File: src/rtl/load_store_unit.sv
// rtl/load_store_unit.sv - RV32I load/store unit with registered data-bus master
// Optional bus watchdog compiled in with LSU_TIMEOUT_EN.
module load_store_unit #(
  parameter int unsigned TIMEOUT_CYCLES = 255
) (
  input  logic        clk,
  input  logic        rst_n,
  input  logic        req_valid,
  input  logic        req_wen,
  input  logic [2:0]  req_func3,
  input  logic [31:0] req_addr,
  input  logic [31:0] req_wdata,
  output logic        stall_o,
  output logic        rsp_valid,
  output logic [31:0] rsp_rdata,
  output logic        err_misalign,
  output logic        err_timeout,
  output logic        dbus_valid,
  output logic        dbus_wen,
  output logic [31:0] dbus_addr,
  output logic [31:0] dbus_wdata,
  output logic [3:0]  dbus_wstrb,
  input  logic        dbus_ready,
  input  logic [31:0] dbus_rdata
);

  typedef enum logic [1:0] {S_IDLE, S_BUS, S_RESP} state_t;

  state_t      state_q, state_d;
  logic [2:0]  func3_q;
  logic        misalign;
  logic        tmo_hit;
  logic [31:0] st_wdata;
  logic [3:0]  st_wstrb;
  logic [31:0] ld_shift;
  logic [31:0] ld_data;

  always_comb begin
    misalign = 1'b0;
    case (req_func3[1:0])
      2'b00:   misalign = 1'b0;
      2'b01:   misalign = req_addr[0];
      default: misalign = |req_addr[1:0];
    endcase
  end

  always_comb begin
    st_wdata = req_wdata;
    st_wstrb = 4'b1111;
    case (req_func3)
      3'b000: begin
        st_wdata = {4{req_wdata[7:0]}};
        st_wstrb = 4'b0001 << req_addr[1:0];
      end
      3'b001: begin
        st_wdata = {2{req_wdata[15:0]}};
        st_wstrb = req_addr[1] ? 4'b1100 : 4'b0011;
      end
      default: begin
        st_wdata = req_wdata;
        st_wstrb = 4'b1111;
      end
    endcase
  end

  // Load lane selection uses the registered address of the access in flight.
  always_comb begin
    ld_shift = dbus_rdata >> {dbus_addr[1:0], 3'b000};
    ld_data  = dbus_rdata;
    case (func3_q)
      3'b000:  ld_data = {{24{ld_shift[7]}}, ld_shift[7:0]};
      3'b001:  ld_data = {{16{ld_shift[15]}}, ld_shift[15:0]};
      3'b100:  ld_data = {24'd0, ld_shift[7:0]};
      3'b101:  ld_data = {16'd0, ld_shift[15:0]};
      default: ld_data = dbus_rdata;
    endcase
  end

`ifdef LSU_TIMEOUT_EN
  logic [15:0] tmo_cnt_q;

  // Counter is zero outside BUS, so it is naturally cleared on BUS entry.
  always_ff @(posedge clk or negedge rst_n) begin
    if (!rst_n) begin
      tmo_cnt_q <= 16'd0;
    end else if (state_q != S_BUS) begin
      tmo_cnt_q <= 16'd0;
    end else begin
      tmo_cnt_q <= tmo_cnt_q + 16'd1;
    end
  end

  assign tmo_hit = !dbus_ready && (tmo_cnt_q == 16'(TIMEOUT_CYCLES - 1));

  always_ff @(posedge clk or negedge rst_n) begin
    if (!rst_n) begin
      err_timeout <= 1'b0;
    end else if (state_q == S_BUS && tmo_hit) begin
      err_timeout <= 1'b1;
    end else begin
      err_timeout <= 1'b0;
    end
  end
`else
  assign tmo_hit     = 1'b0;
  assign err_timeout = 1'b0;
`endif

  always_ff @(posedge clk or negedge rst_n) begin
    if (!rst_n) begin
      state_q <= S_IDLE;
    end else begin
      state_q <= state_d;
    end
  end

  always_comb begin
    state_d = state_q;
    case (state_q)
      S_IDLE: begin
        if (req_valid) begin
          state_d = misalign ? S_RESP : S_BUS;
        end
      end
      S_BUS: begin
        if (dbus_ready || tmo_hit) begin
          state_d = S_RESP;
        end
      end
      S_RESP:  state_d = S_IDLE;
      default: state_d = S_IDLE;
    endcase
  end

  assign stall_o = req_valid && (state_q != S_RESP);

  always_ff @(posedge clk or negedge rst_n) begin
    if (!rst_n) begin
      dbus_valid   <= 1'b0;
      dbus_wen     <= 1'b0;
      dbus_addr    <= 32'd0;
      dbus_wdata   <= 32'd0;
      dbus_wstrb   <= 4'b0000;
      func3_q      <= 3'd0;
      rsp_valid    <= 1'b0;
      rsp_rdata    <= 32'd0;
      err_misalign <= 1'b0;
    end else begin
      case (state_q)
        S_IDLE: begin
          if (req_valid && !misalign) begin
            dbus_valid <= 1'b1;
            dbus_wen   <= req_wen;
            dbus_addr  <= req_addr;
            dbus_wdata <= st_wdata;
            dbus_wstrb <= req_wen ? st_wstrb : 4'b0000;
            func3_q    <= req_func3;
          end else if (req_valid) begin
            rsp_valid    <= 1'b1;
            err_misalign <= 1'b1;
            rsp_rdata    <= 32'd0;
          end
        end
        S_BUS: begin
          if (dbus_ready) begin
            dbus_valid <= 1'b0;
            rsp_valid  <= 1'b1;
            rsp_rdata  <= dbus_wen ? 32'd0 : ld_data;
          end else if (tmo_hit) begin
            dbus_valid <= 1'b0;
            rsp_valid  <= 1'b1;
            rsp_rdata  <= 32'd0;
          end
        end
        default: begin
          rsp_valid    <= 1'b0;
          rsp_rdata    <= 32'd0;
          err_misalign <= 1'b0;
        end
      endcase
    end
  end

endmodule

File: config.mk
export PLATFORM = sky130hd
export DESIGN_NAME = load_store_unit
export DESIGN_NICKNAME = d
export VERILOG_FILES = /design/src/rtl/load_store_unit.sv
export SDC_FILE = /design/constraint.sdc
export NUM_CORES = 1
export LEC_CHECK = 0
export ABC_CLOCK_PERIOD_IN_PS = 3100
export CAP_MARGIN = 15
export CELL_PAD_IN_SITES_DETAIL_PLACEMENT = 0
export CELL_PAD_IN_SITES_GLOBAL_PLACEMENT = 1
export CORE_MARGIN = 2
export CORE_UTILIZATION = 35
export DETAILED_ROUTE_END_ITERATION = 6
export GPL_ROUTABILITY_DRIVEN = 0
export PLACE_DENSITY = 0.94
export RECOVER_POWER = 50
export SLEW_MARGIN = 20
export SYNTH_ARGS = -nofsm -noshare
export SYNTH_HDL_FRONTEND = slang
export SYNTH_SLANG_ARGS = --single-unit
File: constraint.sdc
create_clock -name clk -period 3.1 [get_ports clk]
set_input_delay 0.465 -clock clk [delete_from_list [all_inputs] [get_ports clk]]
set_output_delay 0.465 -clock clk [all_outputs]
set_load 0.03 [all_outputs]
# --- Yosys cells after proc, flatten, opt, wreduce, memory -nomap -nowiden ---
# Cells that the tools add are included.
word_totals:
  word_cells: 61
  regBits: 109
  output_inout_bits: 106
  input_bits: 104
classes:
  bitwise: 1
  n_eq_ne: 11
  n_mux: 23
  reduce_logical: 14
  n_shift: 2
ops:
  columns: ["cell", "n"]
  rows:
  - ["2-to-1 mux 32 bit", 4]
  - ["case mux 32 bit (2 select lines)", 2]
  - ["case mux 32 bit (4 select lines)", 1]
  - ["right shift 32 x 5 -> 16 bit", 1]
  - ["!= test 2 bit, second input constant", 5]
  - ["AND reduction 3 bit", 3]
  - ["2-to-1 mux 4 bit", 2]
  - ["case mux 1 bit (2 select lines)", 4]
  - ["case mux 4 bit (2 select lines)", 1]
  - ["equality test 3 x 1 -> 1 bit, second input constant", 2]
  - ["equality test 3 bit, second input constant", 2]
  - ["zero test 3 bit", 2]
  - ["2-to-1 mux 2 bit", 3]
  - ["2-to-1 mux 1 bit", 5]
  - ["equality test 2 x 1 -> 1 bit, second input constant", 2]
  - ["zero test 2 bit", 2]
  - ["case mux 2 bit (2 select lines)", 1]
  - ["AND reduction 2 bit", 2]
  - ["left shift 1 x 2 -> 4 bit, first input constant", 1]
  - ["logical AND 1 bit", 2]
  - ["nonzero test 2 bit", 1]
  - ["OR reduction 2 bit", 1]
  - ["zero test 1 bit", 1]
  - ["NOT 1 bit", 1]

# --- Depth between registers and ports, before layout ---
logic_depth:
  depth_word: 6
  depth_mapped: 6
  mapped_depth_nobuf: 4

# --- Worst setup path after synthesis ---
# Ideal clock, no wire load.
synth_timing:
  path_type: "reg-to-reg"
  from: "register dbus_addr[0]"
  to: "register rsp_rdata[16]"
  t_required_ns: 2.968
  setup_slack_ns: 1.166
  n_path_buf: 2
  synth_period_minus_slack_ns: 1.934
  arrival_ns: 1.802
  setup_ns: 0.132
  path_stages_with_launch: 7
  path_cell_list: "dfrtp_1 -> buf_6 -> mux2i_1 -> o21ai_1 -> a222oi_1 -> buf_4 -> o21ai_0"
synth_between:
  elab_chain_cells: 5
synth_rtl:
  columns: ["item", "line_no", "source"]
  rows:
  - ["from (decl)", "20", "output logic [31:0] dbus_addr,"]
  - ["from (signal assigned)", "154", "dbus_addr <= req_addr;"]
  - ["right shift 32 x 5 -> 16 bit", "68", "ld_shift = dbus_rdata >> {dbus_addr[1:0], 3'b000};"]
  - ["case mux 32 bit (4 select lines)", "70", "case (func3_q)"]
  - ["2-to-1 mux 32 bit", "168", "rsp_rdata <= dbus_wen ? 32'd0 : ld_data;"]
  - ["2-to-1 mux 32 bit", "165", "if (dbus_ready) begin"]
  - ["case mux 32 bit (2 select lines)", "149", "case (state_q)"]
  - ["to (signal assigned)", "168", null]
  - ["to (decl)", "15", "output logic [31:0] rsp_rdata,"]
# No other way between the ends. The select of a mux whose other input is x is not followed.
# A chain may end at the register's enable or synchronous reset.

# --- Final worst setup path ---
layout_timing:
  from: "input port req_addr[0]"
  to: "register rsp_rdata[28]"
layout_between:
  elab_chain_cells: 6
layout_rtl:
  columns: ["item", "line_no", "source"]
  rows:
  - ["from (decl)", "11", "input logic [31:0] req_addr,"]
  - ["OR reduction 2 bit", "43", "default: misalign = |req_addr[1:0];"]
  - ["case mux 1 bit (2 select lines) (*)", "40", "case (req_func3[1:0])"]
  - ["zero test 1 bit (*)", "151", "if (req_valid && !misalign) begin"]
  - ["logical AND 1 bit (*)", "151", null]
  - ["!= test 2 bit (no line) (*)", null, null]
  - ["AND reduction 3 bit (no line) (*)", null, null]
# Mark *: on every way between the ends. The rest lies on a longest branch, timed or not.

==> results.json <==
{
  "yosysMostFrequentCell": "dfrtp_1",
  "synth_area_leader_cell": "dfrtp_1",
  "ys_ff_latch": 109,
  "dp_hpwl_um": 10990,
  "die-area_sq_mm": 0.01549,
  "area.growth.synth_to_final_pct": 50.05,
  "rsz0062_at_grt": "false",
  "cp_data_required_time_ps": 3350,
  "cts_num_sinks": 109,
  "cap_violations": 0,
  "routed_wl_um": 14600,
  "synth_nets": 564,
  "via_count": 4255,
  "ys_top_cells_by_count": "109 x dfrtp_1, 85 x o21ai_0, 69 x nand2_1",
  "ys_seq_area_share_pct": 53.72,
  "die_w_um": 124.4,
  "antenna_found_initial": 0,
  "fin_crit_sh_pct": 84.17,
  "slew_viol_final": 0,
  "r2r_slack_ps": 750,
  "p_seq_share_pct": 35.3,
  "p_leak_uw": 0.003320,
  "ios": 210,
  "first_global_vias": 4481,
  "synth_top_area_share_pct": 53.72,
  "final_util_pct": 53.02,
  "arrival_ps": 2860,
  "first_iter_violations": 329,
  "p_switching_uw": 2569,
  "sw_frac_of_total_pct": 40.46,
  "tritoncts": "yes",
  "synth.area.top_cells": "dfrtp_1 54%, mux2_4 8.9%, o21ai_0 8.4%",
  "clk_pin_slew_ps": 70,
  "path_class": "input port to flip-flop",
  "drt_pass1_iterations": 4,
  "postCtsSetupBuffers": 0,
  "regArea_sq_mm": 0.002728,
  "hp-class": "input port to asynchronous set/reset pin",
  "relSlewSlack_pct": 1.995,
  "route.detailed.drc": 0,
  "core_area_sq_mm": 0.01437,
  "powerDensity_mw_per_mm2": 833.3,
  "drive_above_1_share_pct": 11.30,
  "initial_utilization_pct": 35.34,
  "synth_edf_count": 0,
  "grt_pass1_wl_um": 23530,
  "hold_buffers": 0,
  "vias_per_cell": 5.018,
  "synth_cells": 460,
  "num_antenna_cells": 0,
  "fp-row-count": 44,
  "final_area_sq_mm": 0.007619,
  "grt_max_degree": 73,
  "cp-startpoint": "req_addr[0]",
  "fillers": 1247,
  "final_nets": 763,
  "vdd_drop_max_mv": 0.5088,
  "comb_power_share_pct": 47.0,
  "critPathTopFamily": "buffers and inverters",
  "yosys_warnings": 0,
  "cp_max_fo": 32,
  "synth.distinct_cells": 33,
  "drt-wirelength-per-cell_um": 17.21,
  "tns_ps": 0,
  "finalSetupViolCount": 0,
  "clock-root-buffer": "clkbuf_16",
  "grt_use_total_pct": 18.84,
  "crit_slowest_cell": "clkbuf_1",
  "cp_cell_sequence": "clkdlybuf4s50_1 > or2_0 > a31oi_2 > clkbuf_1 > a22oi_1 > o21ai_0",
  "multi_input_area_sq_mm": 0.002168,
  "grt-ovfl-total": 0,
  "synth-async-reset-ratio_pct": 100.0,
  "die_height_um": 124.4,
  "path_buf_inv": 2,
  "io_buffer_count": 208,
  "cellInternalPower_uw": 3779,
  "cts_buffer_depth": 2,
  "layout_min_cycle_time_ps": 2609,
  "fmax_mhz": 383.3,
  "clockPowerShare_pct": 17.7,
  "htreeDepth": 3,
  "placed_cell_area_sq_mm": 0.007337,
  "r2r_start": "state_q[1]",
  "cts_buffers": 9,
  "synth_ff_type": "dfrtp_1",
  "antenna_left": 0,
  "worstMarginPinSlew_ps": 1470,
  "netlist_area_sq_mm": 0.005077,
  "status": "finished, final reports clean",
  "startpoint_type": "input port",
  "crit_path_max_incr_delay_ps": 1080,
  "crit_path_end_kind": "flip-flop",
  "hold_violations": 0,
  "synth.avg_cell_area_sq_um": 11.04,
  "postCtsResizedCells": 0,
  "clock_skew_ps": 8.753,
  "clock_latency_ps": 350
}
[layer usage]
metal	share of wire, %	global-route usage [%]	routed length, um
met1	41	23.42	6053
met2	51	32.47	7470
met3	4.9	3.308	713
met4	2.5	7.667	361
met5	0	0	0
[power by group through the flow]
stage	clock, uW	combinational, uW	sequential, uW
5_1_grt	1210	3170	2300
4_1_cts	1150	3080	2250
3_3_place_gp	0	3020	2260
3_5_place_dp	0	3070	2260
6_report	1120	2990	2240
2_1_floorplan	0	945	3040
[sequential cells by signal (all words and copies together) (netlist names)]
signal / flops
state_q: 2
func3_q: 3
dbus_addr: 32
dbus_valid: 1
rsp_rdata: 32
err_misalign: 1
dbus_wdata: 32
dbus_wstrb: 4
rsp_valid: 1
dbus_wen: 1
[metrics by stage]
step	total power, uW	setup WS, ps	instances	hold WS, ps
2_1_floorplan	3981	1166	460	169.4
3_3_place_gp	5277	482.9	832	465.1
3_5_place_dp	5335	408.4	832	473.2
4_1_cts	6488	664.4	848	192.0
5_1_grt	6676	359.9	848	505.6
6_report	6348	490.8	848	461.8
[cells by family after synthesis]
kind of cell | count (synthesis) | synth area share, %
compound gates | 140 | 15.70
buf+inv | 37 | 3.696
flops | 109 | 53.72
mux | 77 | 18.51
other cells | 1 | 0.07386
simple gates | 96 | 8.304
[placed cells by master, fill, tap and decap left out, types with 5 or more instances in the layout]
cell             netlist  final
a21oi_1               18     18
a22oi_1               16     16
buf_4                  2      8
clkbuf_16              0      9
clkdlybuf4s50_1        0    160
dfrtp_1              109    109
dlygate4sd3_1          0     47
inv_1                  6      6
mux2_2                15     15
mux2_4                30     30
mux2i_1               32     32
nand2_1               69     69
nand2b_1               7      7
nor2_1                 6      6
nor2b_1                5      5
o21ai_0               85     85
o2bb2ai_1              7      7
[final timing paths]
path,to,cells after the start
hold / removal,rsp_rdata[1],1
hold reg to reg,rsp_rdata[6],2
setup reg to reg,rsp_rdata[28],5
max in group asynchronous,dbus_wdata[1],2
min in group clk,rsp_rdata[6],2
setup / recovery,rsp_rdata[28],6
[final cells by class]
class	count	area share (%)
Inverter	6	0.2956
Clock buffer	12	3.367
Tap cell	184	3.022
Timing Repair Buffer	219	28.63
Multi-Input combinational cell	314	28.46
Sequential cell	109	35.80
Clock inverter	4	0.4270
No activity file was read; power rests on OpenSTA's default activity.
